==> src/rtl/camera_pixel_packer_pkg.sv <==
// Shared types and constants for the camera pixel packer and the frame uploader that drains its queue.
package camera_pixel_packer_types;

    localparam int QUEUE_WORD_WIDTH = 17;
    localparam logic [QUEUE_WORD_WIDTH-1:0] FRAME_MARKER = 17'h10000;

    typedef enum logic [7:0] {
        IDLE      = 8'h01,
        WAIT_RISE = 8'h02,
        WAIT_FALL = 8'h04,
        MARKER    = 8'h08,
        CAPTURE   = 8'h10
    } state_t;

    function automatic logic [QUEUE_WORD_WIDTH-1:0] pixel_word(input logic [15:0] pixel);
        return {1'b0, pixel};
    endfunction

endpackage

==> src/rtl/camera_pixel_packer_edge.sv <==
// Registers the synchronised camera VSYNC/HREF and produces single-cycle rise/fall pulses.
module cam_edge_detect (
    input  logic clk,
    input  logic reset,
    input  logic vsync,
    input  logic href,
    output logic vs_rise,
    output logic vs_fall,
    output logic href_rise,
    output logic href_fall
);

    logic vsync_q;
    logic href_q;

    always_ff @(posedge clk or posedge reset) begin
        if (reset) begin
            vsync_q <= 1'b0;
            href_q  <= 1'b0;
        end else begin
            vsync_q <= vsync;
            href_q  <= href;
        end
    end

    assign vs_rise   = vsync & ~vsync_q;
    assign vs_fall   = ~vsync & vsync_q;
    assign href_rise = href & ~href_q;
    assign href_fall = ~href & href_q;

endmodule

==> src/rtl/camera_pixel_packer.sv <==
// Packs OV7670 byte pairs into RGB565 queue words, with a frame-start marker and drop accounting.
// Define PIXEL_COUNT_CHECK_EN to add the per-line / per-frame geometry check.
//
// state     | meaning
// IDLE      | not capturing; waits for enable
// WAIT_RISE | joined outside blanking; waits for VSYNC to rise
// WAIT_FALL | in vertical blanking; waits for VSYNC to fall
// MARKER    | frame marker pending until the queue has room
// CAPTURE   | packing and writing pixels until the next VSYNC rise
module camera_pixel_packer
    import camera_pixel_packer_types::*;
#(
    parameter int FRAME_WIDTH   = 640,
    parameter int FRAME_HEIGHT  = 480,
    parameter int OVF_CNT_WIDTH = 16
) (
    input  logic                        clk,
    input  logic                        reset,
    input  logic                        enable,
    input  logic                        cam_vsync,
    input  logic                        cam_href,
    input  logic                        cam_byte_valid,
    input  logic [7:0]                  cam_data,
    input  logic                        queue_full,
    output logic                        queue_wr_en,
    output logic [QUEUE_WORD_WIDTH-1:0] queue_data,
    output logic                        frame_start,
    output logic                        frame_done,
    output logic                        overflow,
    output logic [OVF_CNT_WIDTH-1:0]    drop_count,
    output logic                        byte_error,
    output logic                        geometry_error
);

    state_t state;
    logic   phase;
    logic [7:0] pix_hi;

    logic vs_rise, vs_fall, href_rise, href_fall;
    logic in_frame, byte_take, phase_eff, phase_next, pix_done, odd_end;
    logic drop_pix, drop_marker;
    logic [OVF_CNT_WIDTH:0] drop_sum;

    cam_edge_detect u_edge (
        .clk       (clk),
        .reset     (reset),
        .vsync     (cam_vsync),
        .href      (cam_href),
        .vs_rise   (vs_rise),
        .vs_fall   (vs_fall),
        .href_rise (href_rise),
        .href_fall (href_fall)
    );

    // A byte arriving on the same cycle HREF drops is still part of the line.
    assign in_frame    = (state == MARKER) || (state == CAPTURE);
    assign byte_take   = in_frame && cam_byte_valid && (cam_href || href_fall);
    assign phase_eff   = href_rise ? 1'b0 : phase;
    assign phase_next  = byte_take ? ~phase_eff : phase_eff;
    assign pix_done    = byte_take && phase_eff;
    assign odd_end     = href_fall && phase_next;
    assign drop_pix    = pix_done && ((state == MARKER) || queue_full);
    assign drop_marker = (state == MARKER) && vs_rise;

    assign drop_sum = {1'b0, drop_count}
                    + (OVF_CNT_WIDTH+1)'(drop_pix)
                    + (OVF_CNT_WIDTH+1)'(drop_marker);

    always_ff @(posedge clk or posedge reset) begin
        if (reset) begin
            state       <= IDLE;
            phase       <= 1'b0;
            pix_hi      <= 8'h00;
            queue_wr_en <= 1'b0;
            queue_data  <= '0;
            frame_start <= 1'b0;
            frame_done  <= 1'b0;
            byte_error  <= 1'b0;
        end else begin
            queue_wr_en <= 1'b0;
            frame_start <= 1'b0;
            frame_done  <= 1'b0;

            if (in_frame) begin
                phase <= odd_end ? 1'b0 : phase_next;
                if (byte_take && !phase_eff) begin
                    pix_hi <= cam_data;
                end
                if (odd_end) begin
                    byte_error <= 1'b1;
                end
            end else begin
                phase <= 1'b0;
            end

            case (state)
                IDLE: begin
                    if (enable) begin
                        state <= cam_vsync ? WAIT_FALL : WAIT_RISE;
                    end
                end
                WAIT_RISE: begin
                    if (vs_rise) begin
                        state <= WAIT_FALL;
                    end
                end
                WAIT_FALL: begin
                    if (vs_fall) begin
                        state <= MARKER;
                    end
                end
                MARKER: begin
                    if (vs_rise) begin
                        state <= WAIT_FALL;
                    end else if (!queue_full) begin
                        queue_wr_en <= 1'b1;
                        queue_data  <= FRAME_MARKER;
                        frame_start <= 1'b1;
                        state       <= CAPTURE;
                    end
                end
                CAPTURE: begin
                    if (pix_done && !queue_full) begin
                        queue_wr_en <= 1'b1;
                        queue_data  <= pixel_word({pix_hi, cam_data});
                    end
                    if (vs_rise) begin
                        frame_done <= 1'b1;
                        state      <= enable ? WAIT_FALL : IDLE;
                    end
                end
                default: state <= IDLE;
            endcase
        end
    end

    always_ff @(posedge clk or posedge reset) begin
        if (reset) begin
            overflow   <= 1'b0;
            drop_count <= '0;
        end else if (drop_pix || drop_marker) begin
            overflow   <= 1'b1;
            drop_count <= drop_sum[OVF_CNT_WIDTH] ? '1 : drop_sum[OVF_CNT_WIDTH-1:0];
        end
    end

`ifdef PIXEL_COUNT_CHECK_EN
    localparam int PIX_CNT_W  = $clog2(FRAME_WIDTH + 1) + 1;
    localparam int LINE_CNT_W = $clog2(FRAME_HEIGHT + 1);

    logic [PIX_CNT_W-1:0]  pix_cnt, pix_cnt_next;
    logic [LINE_CNT_W-1:0] line_cnt;

    // Counts written and dropped pixels alike; saturation keeps an oversize line flagged.
    assign pix_cnt_next = (pix_done && (pix_cnt != '1)) ? pix_cnt + PIX_CNT_W'(1) : pix_cnt;

    always_ff @(posedge clk or posedge reset) begin
        if (reset) begin
            pix_cnt        <= '0;
            line_cnt       <= '0;
            geometry_error <= 1'b0;
        end else if ((state == WAIT_FALL) && vs_fall) begin
            pix_cnt  <= '0;
            line_cnt <= '0;
        end else if (in_frame) begin
            if (href_rise) begin
                pix_cnt <= '0;
            end else if (href_fall) begin
                if (pix_cnt_next != PIX_CNT_W'(FRAME_WIDTH)) begin
                    geometry_error <= 1'b1;
                end
                pix_cnt <= '0;
                if (line_cnt != '1) begin
                    line_cnt <= line_cnt + LINE_CNT_W'(1);
                end
            end else begin
                pix_cnt <= pix_cnt_next;
            end
            if ((state == CAPTURE) && vs_rise && (line_cnt != LINE_CNT_W'(FRAME_HEIGHT))) begin
                geometry_error <= 1'b1;
            end
        end
    end
`else
    assign geometry_error = 1'b0;
`endif

endmodule

==> config.mk <==
export PLATFORM = sky130hd
export DESIGN_NAME = camera_pixel_packer
export DESIGN_NICKNAME = d
export VERILOG_FILES = /design/src/rtl/camera_pixel_packer_pkg.sv /design/src/rtl/camera_pixel_packer_edge.sv /design/src/rtl/camera_pixel_packer.sv
export SDC_FILE = /design/constraint.sdc
export NUM_CORES = 1
export LEC_CHECK = 0
export BUFFER_PORTS_ARGS = -buffer_cell sky130_fd_sc_hd__buf_2
export CORE_MARGIN = 5
export CORE_UTILIZATION = 54
export DETAILED_ROUTE_END_ITERATION = 6
export PLACE_DENSITY = 0.79
export RECOVER_POWER = 100
export SETUP_SLACK_MARGIN = 0.4
export SLEW_MARGIN = 20
export SYNTH_ARGS = -nofsm -noshare
export SYNTH_HDL_FRONTEND = slang
export SYNTH_SLANG_ARGS = --single-unit
==> constraint.sdc <==
create_clock -name clk -period 3.9 [get_ports clk]
set_input_delay 0.78 -clock clk [delete_from_list [all_inputs] [get_ports clk]]
set_output_delay 0.78 -clock clk [all_outputs]
set_load 0.02 [all_outputs]
==> results.yml, run 1 <==
floorplanning:
  die_x_um: 78.4
  rows: 24
  dieArea_mm2: 0.00614
  ioPinCount: 54
  die_h_um: 78.4
  coreArea_mm2: 0.00444
  initial_core_util_pct: 56.8
synth:
  ys_seq_area_share_pct: 53.6
  synth_edf_count: 0
  syn_area_per_cell_um2: 11.2
  syn_area_mm2: 0.00252
  synth_top_area_cell: "dfrtp_1"
  synth.area.top_cells: "dfrtp_1 (53%), a22o_1 (5.6%), mux2_2 (4.5%)"
  postSynthCellCount: 225
  synth.distinct_cells: 52
  netlist.area_leader.share_pct: 52.5
  synth_ff_type: "dfrtp_1"
  ys_warn_count: 0
  syn-num-nets: 244
  ys_ff_latch: 54
  async_reset_ff_share_pct: 100
clocking:
  cts_tree: "yes"
  cts-hold-fix-buffers: 0
  cts.clk_slew.worst_paths_ns: 0.10
  cts_root_buffer: "clkbuf_8"
  numCtsBuffers: 5
  htree_levels: 2
  cts_buffer_depth: 2
  cts.sinks: 54
  clkLatencyLatePin_ns: 0.32
final_layout:
  nets: 297
  layout-drive-gt1-share_pct: 14.3
  final_cell_mix: "dfrtp_1 (53), clkbuf_1 (41), nand2_1 (17)"
  syn2layout_area_growth_pct: 12.7
  seq_area_mm2: 0.00135
  diodes: 0
  multi_input_area_mm2: 0.00106
  final_common_cell: "dfrtp_1"
  fillers: 380
sta:
  max_slew_margin_pct: -53.8
  finalSetupTns_ns: 0
  final_max_slew_viol_count: 55
  rsz0062_at_grt: "no"
  hold_viol_final: 0
  finalSetupViolCount: 0
  hold_ws_ns: 0.479
  finalClockSkew_ns: 0.0117
  fmax_mhz: 301
  worst_pin_slew_ns: 2.29
  fin_crit_ns: 3.32
  period_share_pct: 85.1
power_and_ir_drop:
  p_leak_nw: 1.39
  peakVddDrop_uv: 245
  p_per_area_mw_per_mm2: 374
worst_setup_path:
  critPathMaxFanout: 13
  cp.arrival_ns: 3.55
  max_stage_delay_ns: 0.51
  crit_slowest_cell: "dfrtp_1"
  cp.required_ns: 4.13
  r2r_cells: 13
  crit_path_end_kind: "flop"
  path_class: "reg -> reg"
  start_kind: "flop"
  path_cells: "xnor2_1, nor4_1, o211a_1, ha_1, and3b_1, a22oi_1, inv_1, fa_1, ha_1, nand3_1, a21oi_2, nand2b_1, o211ai_1"
  crit_path_frequent_cell: "ha_1"
routing:
  wl_um: 5110
  routed.top_layer: "met4"
  viasPerCell: 5.79
  drc: 0
  m1WireLength_um: 2460
  dr_wl_met3_um: 324
  wl_per_cell_um: 15.4
  vias: 1918
  first_pass_iters: 4
  met2WireLength_um: 2290
  initialDrtViolationCount: 178
  ant_nets: 0
flow_run:
  cap_violations: 1
place:
  gp_congestion: 0.860
  io_buffers: 52
  hpwl_um: 3570
global_route:
  grt_pass1_vias: 1767
  grt-ovfl-total: 0
  grt_pass1_wl_um: 8560
  antenna_found_initial: 0
  grtUsageTotal_pct: 17.3
  grt_max_degree: 55
run_status:
  status: "finished, violations left"
  violations: "capacitance limit, slew limit"
hold_path:
  hold_path_class: "reg -> reg"
  holdPathStages: 1
-- per-stage QoR --
stage	area [µm²]	worst slack, ns	instances	power, mW	utilization (%)
2_1_floorplan	2520	0.740	225	0.729	-
3_3_place_gp	2790	0.510	320	0.749	62.7
3_5_place_dp	2790	0.358	320	0.752	62.7
4_1_cts	2890	0.513	328	1.09	65.0
5_1_grt	2850	0.291	331	1.12	64.0
6_report	2850	0.581	331	1.07	64.0
-- sequential cells by signal, summed over array words and instances (netlist names) --
| signal | flops |
|---|---|
| queue_data | 17 |
| drop_count | 16 |
| pix_hi | 8 |
| state | 5 |
| byte_error | 1 |
| frame_done | 1 |
| frame_start | 1 |
| overflow | 1 |
| phase | 1 |
| queue_wr_en | 1 |
| u_edge.href_q | 1 |
| u_edge.vsync_q | 1 |
-- cells in the mapped netlist, drive strengths merged, types with 4 or more instances --
library cell and n:
and3 5, mux2 10, a22o 16, o21ai 9
nand3 15, nor2 8, buf 8, nor2b 4
and3b 4, a21oi 8, dfrtp 53, a31oi 5
nand2 17, and2 5, inv 8
-- path summary, 6_finish.rpt --
| path | startpoint | endpoint | slack, ns |
|---|---|---|---|
| worst max-delay path | state[4] | drop_count[4] | 0.58 |
| worst min-delay path | byte_error | byte_error | 0.48 |
| worst max register to register | state[4] | drop_count[4] | 0.58 |
| worst min register to register | byte_error | byte_error | 0.48 |
| max in group asynchronous | reset | overflow | 1.81 |
| min in group asynchronous | reset | drop_count[13] | 1.05 |
-- power by group --
| group | total, mW | internal (mW) | switching (mW) |
|---|---|---|---|
| clock | 0.335 | 0.135 | 0.201 |
| sequential | 0.616 | 0.582 | 0.0343 |
| combinational | 0.114 | 0.0488 | 0.0655 |
| total | 1.07 | 0.765 | 0.300 |
-- cells by family after synthesis --
kind of cell,Yosys count,synth area share [%]
compound gates,55,16.4
flops,54,53.6
simple gates,79,17.8
buf+inv,18,4.01
fa+ha+maj,4,2.28
mux,10,4.46
other cells,1,0.149
xor+xnor,4,1.39
-- layout make-up --
type                    count  area share, %
clock inverters             3           1.01
clock buffers               5           2.42
well taps                  52           2.29
flip-flops and latches     54           47.5
inverters                   8           1.10
multi-input cells         153           37.2
repair buffers             56           8.40
-- per-layer routing --
metal  global-route usage, %  vias up
li1                        -      937
met3                    4.81        4
met2                    25.8       56
met1                    24.8      921
met5                       0        -
met4                    5.24        0
-- worst max-delay path: cells and delay by family, from the launching register on --
family          cells  cell delay, ns
buf+inv             1            0.15
xor+xnor            1            0.18
fa+ha+maj           3            0.64
simple gates        4            0.97
compound gates      4            0.79
flops               1            0.51
-- repair_timing --
action / 4_1_cts / 5_1_grt
pin swaps: 0 / 1
resized for setup: 1 / 2
setup buffers: 0 / 3
endpoints found under the setup margin: 7 / 10
endpoints found under the hold margin: 0 / 0
Power figures use the tool's default switching activity.
==> inputs of run 2 (changes only) <==
CORE_ASPECT_RATIO = 1.5   (was default)
PLACE_DENSITY = 0.77   (was 0.79)
==> run 2 against run 1 <==
  * The run still ends with capacitance limit, slew limit left
  * Via count grew 0.47%
  * Sequential share of layout area decreased by 0.41 points
  * Highest routed layer unchanged
  * Clock power increased by 19%
  * Critical endpoint is now drop_count[7]
==> results.yml, run 2 (synthesis gave the netlist of run 1 again) <==
final_layout:
  design_area_mm2: 0.00287
  layout-drive-gt1-share_pct: 13.7
  final_common_cell: "dfrtp_1"
  reg_top3: "queue_data: 17 flops, drop_count: 16 flops, pix_hi: 8 flops"
  regMostFlops: "queue_data"
  syn2layout_area_growth_pct: 13.7
  nets: 296
  largest_reg_flops: 17
  diodes: 0
  final_cell_mix: "dfrtp_1 (53), clkbuf_1 (41), nand2_1 (17)"
  fillers: 405
sta:
  final_max_slew_viol_count: 55
  worst_pin_slew_ns: 2.31
  hold_viol_final: 0
  max_slew_margin_pct: -54.6
  fmax_mhz: 301
  period_share_pct: 85.3
  layout_setup_ws_ns: 0.573
  hold_ws_ns: 0.473
  finalSetupViolCount: 0
  rsz0062_at_grt: "no"
  finalClockSkew_ns: 0.0175
  fin_crit_ns: 3.33
  finalSetupTns_ns: 0
clocking:
  htree_levels: 2
  cts.sinks: 54
  cts_buffer_depth: 2
  cts_root_buffer: "clkbuf_8"
  numCtsBuffers: 5
  clkLatencyLatePin_ns: 0.32
  cts.clk_slew.worst_paths_ns: 0.11
  cts-hold-fix-buffers: 0
  cts_tree: "yes"
place:
  place_ws_ns: 0.444
  gp_congestion: 0.834
  placed_area_mm2: 0.00281
  io_buffers: 52
  hpwl_um: 3810
run_status:
  status: "finished, violations left"
  violations: "capacitance limit, slew limit"
power_and_ir_drop:
  p_leak_nw: 1.40
  p_per_area_mw_per_mm2: 393
  peakVddDrop_uv: 254
  p_total_mw: 1.13
global_route:
  grtUsageMet3_pct: 4.55
  antenna_found_initial: 0
  met2_usage_pct: 32.1
  grtUsageTotal_pct: 18.8
  grt_pass1_vias: 1926
  grt-ovfl-total: 0
  grt_max_degree: 55
  grt_use_met1_pct: 22.8
  grt_pass1_wl_um: 9020
  grt.busiest_layer: "met2"
worst_setup_path:
  crit_path_end_kind: "flop"
  path_cells: "xnor2_1, nor4_1, clkbuf_1, o211a_1, ha_1, and3b_1, a22oi_1, inv_1, fa_1, ha_1, nand3_1, a21oi_2, nand2b_1, o21ai_0"
  path_class: "reg -> reg"
  cp.arrival_ns: 3.52
  cp.required_ns: 4.09
  critPathTopFamily: "adder cells"
  start_kind: "flop"
  crit_path_frequent_cell: "ha_1"
  path_buf_inv: 2
  crit_slowest_cell: "dfrtp_1"
  max_stage_delay_ns: 0.57
  critPathMaxFanout: 13
floorplanning:
  initial_core_util_pct: 55.6
  rows: 30
  coreArea_mm2: 0.00454
  ioPinCount: 54
  dieArea_mm2: 0.00617
  die_h_um: 93.7
  die_x_um: 65.8
routing:
  drc: 0
  initialDrtViolationCount: 81
  first_pass_iters: 4
  viasPerCell: 5.63
  ant_nets: 0
  vias: 1927
  wl_um: 5400
  wl_per_cell_um: 15.8
flow_run:
  cap_violations: 1
hold_path:
  hold_path_class: "reg -> reg"
[run 2: final cells by class]
| cell class | instances | area, µm² | area share (%) |
|---|---|---|---|
| Sequential cell | 54 | 1350 | 47.1 |
| Tap cell | 64 | 80.1 | 2.79 |
| Clock inverter | 2 | 38.8 | 1.35 |
| Inverter | 8 | 31.3 | 1.09 |
| Multi-Input combinational cell | 153 | 1060 | 36.8 |
| Timing Repair Buffer | 55 | 229 | 7.98 |
| Clock buffer | 6 | 82.6 | 2.88 |
[run 2: final timing paths]
path                                from             to  slack [ns]  cells past startpoint
worst max-delay path            state[4]  drop_count[7]        0.57                     14
worst min-delay path            overflow       overflow        0.47                      1
worst max register to register  state[4]  drop_count[7]        0.57                     14
worst min register to register  overflow       overflow        0.47                      1
max in group asynchronous          reset       overflow        1.77                      2
min in group asynchronous          reset  queue_data[1]        1.06                      2
[run 2: what timing repair did]
item,CTS,global route
endpoints found under the setup margin,0,13
resized for setup,0,2
buffers inserted,0,1
endpoints found under the hold margin,0,0
[run 2: stage by stage]
step | cells | utilization, %
3_3_place_gp | 333 | 61.8
4_1_cts | 341 | 64.5
6_report | 342 | 63.2
3_5_place_dp | 333 | 61.8
2_1_floorplan | 225 | -
5_1_grt | 342 | 63.2
[run 2: where the power goes]
part           internal, mW  switching [mW]  total [mW]  leakage [nW]
clock network         0.211           0.187       0.398        0.0618
logic                0.0490          0.0643       0.113         0.593
registers             0.582          0.0351       0.617         0.744
total                 0.842           0.286        1.13          1.40
[run 2: worst register-to-register path: cells and delay by family (launching register included)]
kind | cells | cell delay, ns
AND/OR/NAND/NOR | 4 | 0.62
flip-flops | 1 | 0.57
buffers and inverters | 2 | 0.29
adder cells (fa/ha/maj) | 3 | 0.90
XOR/XNOR | 1 | 0.17
AO/OA/AOI/OAI | 4 | 0.67
[run 2: layer usage]
layer | wire [µm] | part of all wire [%]
met4 | 90 | 1.7
met1 | 2210 | 41
met2 | 2840 | 53
met3 | 257 | 4.8
met5 | 0 | 0
==> inputs of run 3 (changes only) <==
ABC_AREA = 1   (was default)
CORE_UTILIZATION = 56   (was 54)
PLACE_DENSITY = 0.78   (was 0.77)
SYNTH_HIERARCHICAL = 1   (was default)
==> run 3 against run 2 <==
  * Clock power down 18%
  * The run still ends with capacitance limit, slew limit left
  * Flip-flop and latch count stayed put
  * Critical endpoint is now drop_count[1]
  * Area after synthesis grew 17%
  * Routed wire length up 17%
  * Die area is 11% higher
==> results.yml, run 3 <==
floorplanning:
  die_x_um: 69.3
  rows: 32
  dieArea_mm2: 0.00687
  initial_core_util_pct: 57.7
  coreArea_mm2: 0.00512
  die_h_um: 99.0
  ioPinCount: 54
synth:
  syn-num-nets: 393
  netlist.area_leader.share_pct: 44.8
  ys_warn_count: 6
  synth_edf_count: 0
  ys_ff_latch: 54
  yosys-top-cells-count: "nand2_1 (134), dfrtp_1 (53), inv_1 (38)"
  ys_seq_area_share_pct: 45.7
  syn_area_mm2: 0.00296
  postSynthCellCount: 374
  synth.area.top_cells: "dfrtp_1 (45%), nand2_1 (17%), o21ai_2 (5.0%)"
  synth.distinct_cells: 31
  syn_area_per_cell_um2: 7.91
  synth.most_common_cell: "nand2_1"
  async_reset_ff_share_pct: 100
  synth_ff_type: "dfrtp_1"
  synth_top_area_cell: "dfrtp_1"
sta:
  finalClockSkew_ns: 0.00975
  period_share_pct: 83.6
  fmax_mhz: 307
  hold_viol_final: 0
  fin_crit_ns: 3.26
  worst_pin_slew_ns: 2.27
  finalSetupTns_ns: 0
  final_max_slew_viol_count: 53
  rsz0062_at_grt: "no"
  finalSetupViolCount: 0
  layout_setup_ws_ns: 0.640
  max_slew_margin_pct: -52.2
  hold_ws_ns: 0.303
run_status:
  status: "finished, violations left"
  violations: "capacitance limit, slew limit"
worst_setup_path:
  worstReg2RegEnd: "drop_count[1]"
  reg2reg_slack_ns: 0.64
  crit_path_end_kind: "flop"
  cp.required_ns: 4.16
  cp.arrival_ns: 3.52
  r2r-start: "state[1]"
  critPathMaxFanout: 12
  r2r_cells: 16
  startpoint: "state[1]"
  path_class: "reg -> reg"
  start_kind: "flop"
final_layout:
  final_common_cell: "nand2_1"
  multi_input_area_mm2: 0.00127
  seq_area_mm2: 0.00135
  fillers: 546
  nets: 441
  final_cell_mix: "nand2_1 (136), dfrtp_1 (53), clkbuf_1 (41)"
  reg_top3: "queue_data: 17 flops, drop_count: 16 flops, pix_hi: 8 flops"
  largest_reg_flops: 17
  diodes: 0
  postLayoutCoreUtil_pct: 62.0
  layout-drive-gt1-share_pct: 9.69
  syn2layout_area_growth_pct: 7.36
  regMostFlops: "queue_data"
hold_path:
  hold_path_class: "in -> async"
routing:
  first_pass_iters: 4
  initialDrtViolationCount: 232
  wl_um: 6310
  wl_per_cell_um: 12.8
  vias: 2531
  drc: 0
  ant_nets: 0
  viasPerCell: 5.15
global_route:
  grt_max_degree: 53
  antenna_found_initial: 0
  grt_pass1_vias: 2446
  grtUsageTotal_pct: 19.6
  grt_pass1_wl_um: 11100
  grt-ovfl-total: 0
clocking:
  cts.sinks: 54
  htree_levels: 2
  post-cts-setup-buffer-count: 0
  clkLatencyLatePin_ns: 0.31
  numCtsBuffers: 5
  cts_buffer_depth: 2
  cts_root_buffer: "clkbuf_8"
  cts_tree: "yes"
  cts.clk_slew.worst_paths_ns: 0.10
place:
  gp_congestion: 0.929
  place_ws_ns: 0.397
  io_buffers: 52
  hpwl_um: 4630
power_and_ir_drop:
  switchingPower_uw: 483
  switching_share_pct: 36.5
  p_leak_nw: 1.59
  p_int_uw: 842
  p_per_area_mw_per_mm2: 417
  seqPwrFrac_pct: 50.2
  combPwrFrac_pct: 25.2
  peakVddDrop_uv: 271
  p_clk_share_pct: 24.6
flow_run:
  cap_violations: 1
==> run 3: changes by cell type in the layout (fill, tap and decap cells not counted), moves of 15 or more <==
cell     change
nand2_1    +119
inv_1       +30
nor2_1      +25
a22o_1      -16
o21ai_0     +16
nand3_1     +15
==> run 3: logic make-up (layout without fill, tap and decap cells) <==
kind of cell / count (synthesis) / after routing / share of synthesized area, %
buf+inv: 52 / 101 / 8.67
other cells: 1 / 1 / 0.127
simple gates: 229 / 229 / 34.9
flops: 54 / 54 / 45.7
fa+ha+maj: 4 / 4 / 1.95
xor+xnor: 5 / 5 / 1.48
compound gates: 29 / 29 / 7.19
==> run 3: how the worst max path moves through the flow <==
| stage | end | slack (ns) | depth (start not counted) |
|---|---|---|---|
| 5_1_grt | drop_count[1] | 0.24 | 16 |
| 3_5_place_dp | drop_count[1] | 0.40 | 17 |
| 4_1_cts | drop_count[1] | 0.68 | 16 |
| 6_report | drop_count[1] | 0.64 | 16 |
| 2_1_floorplan | drop_count[15] | 1.07 | 17 |
| 3_3_place_gp | drop_count[4] | 0.56 | 17 |
==> run 3: cell type report <==
cell class,count,area share (%)
Timing Repair Buffer,52,6.58
Clock inverter,3,0.788
Multi-Input combinational cell,268,40.1
Inverter,41,5.04
Tap cell,68,2.68
Clock buffer,5,2.17
Sequential cell,54,42.6
==> run 3: routing by layer <==
| metal | up-vias | track usage [%] | wire (µm) |
|---|---|---|---|
| li1 | 1273 | - | - |
| met2 | 68 | 34.7 | 3270 |
| met5 | - | 0 | 0 |
| met1 | 1179 | 23.2 | 2610 |
| met3 | 11 | 3.67 | 322 |
| met4 | 0 | 7.97 | 100 |
==> run 3: critical path: stages (launching register included) <==
cell and delay [ns]:
dfrtp_1 0.45, nor2_4 0.26, nand3_1 0.34, a21oi_1 0.32, ha_1 0.22, nand2_2 0.08, inv_1 0.07, fa_1 0.26
ha_1 0.26, nand2_1 0.11, nor2_2 0.17, nand2_1 0.10, inv_1 0.08, nand2_2 0.15, inv_1 0.17, o21ai_0 0.10
nand2_1 0.08
==> run 3: power by group through the flow <==
| stage | sequential [mW] | clock [mW] | combinational [mW] |
|---|---|---|---|
| 2_1_floorplan | 0.706 | 0 | 0.248 |
| 3_3_place_gp | 0.674 | 0 | 0.349 |
| 3_5_place_dp | 0.678 | 0 | 0.359 |
| 4_1_cts | 0.667 | 0.332 | 0.361 |
| 5_1_grt | 0.676 | 0.351 | 0.377 |
| 6_report | 0.665 | 0.326 | 0.334 |
==> run 3: through the flow <==
stage / cell area (µm²) / instances / power, mW
4_1_cts: 3300 / 491 / 1.36
5_1_grt: 3180 / 491 / 1.40
2_1_floorplan: 2960 / 374 / 0.954
3_3_place_gp: 3210 / 483 / 1.02
3_5_place_dp: 3210 / 483 / 1.04
6_report: 3180 / 491 / 1.32
==> run 3: repair_timing <==
item	4_1_cts	5_1_grt
endpoints found under the setup margin	0	7
resized for setup	0	1
hold buffers	0	0
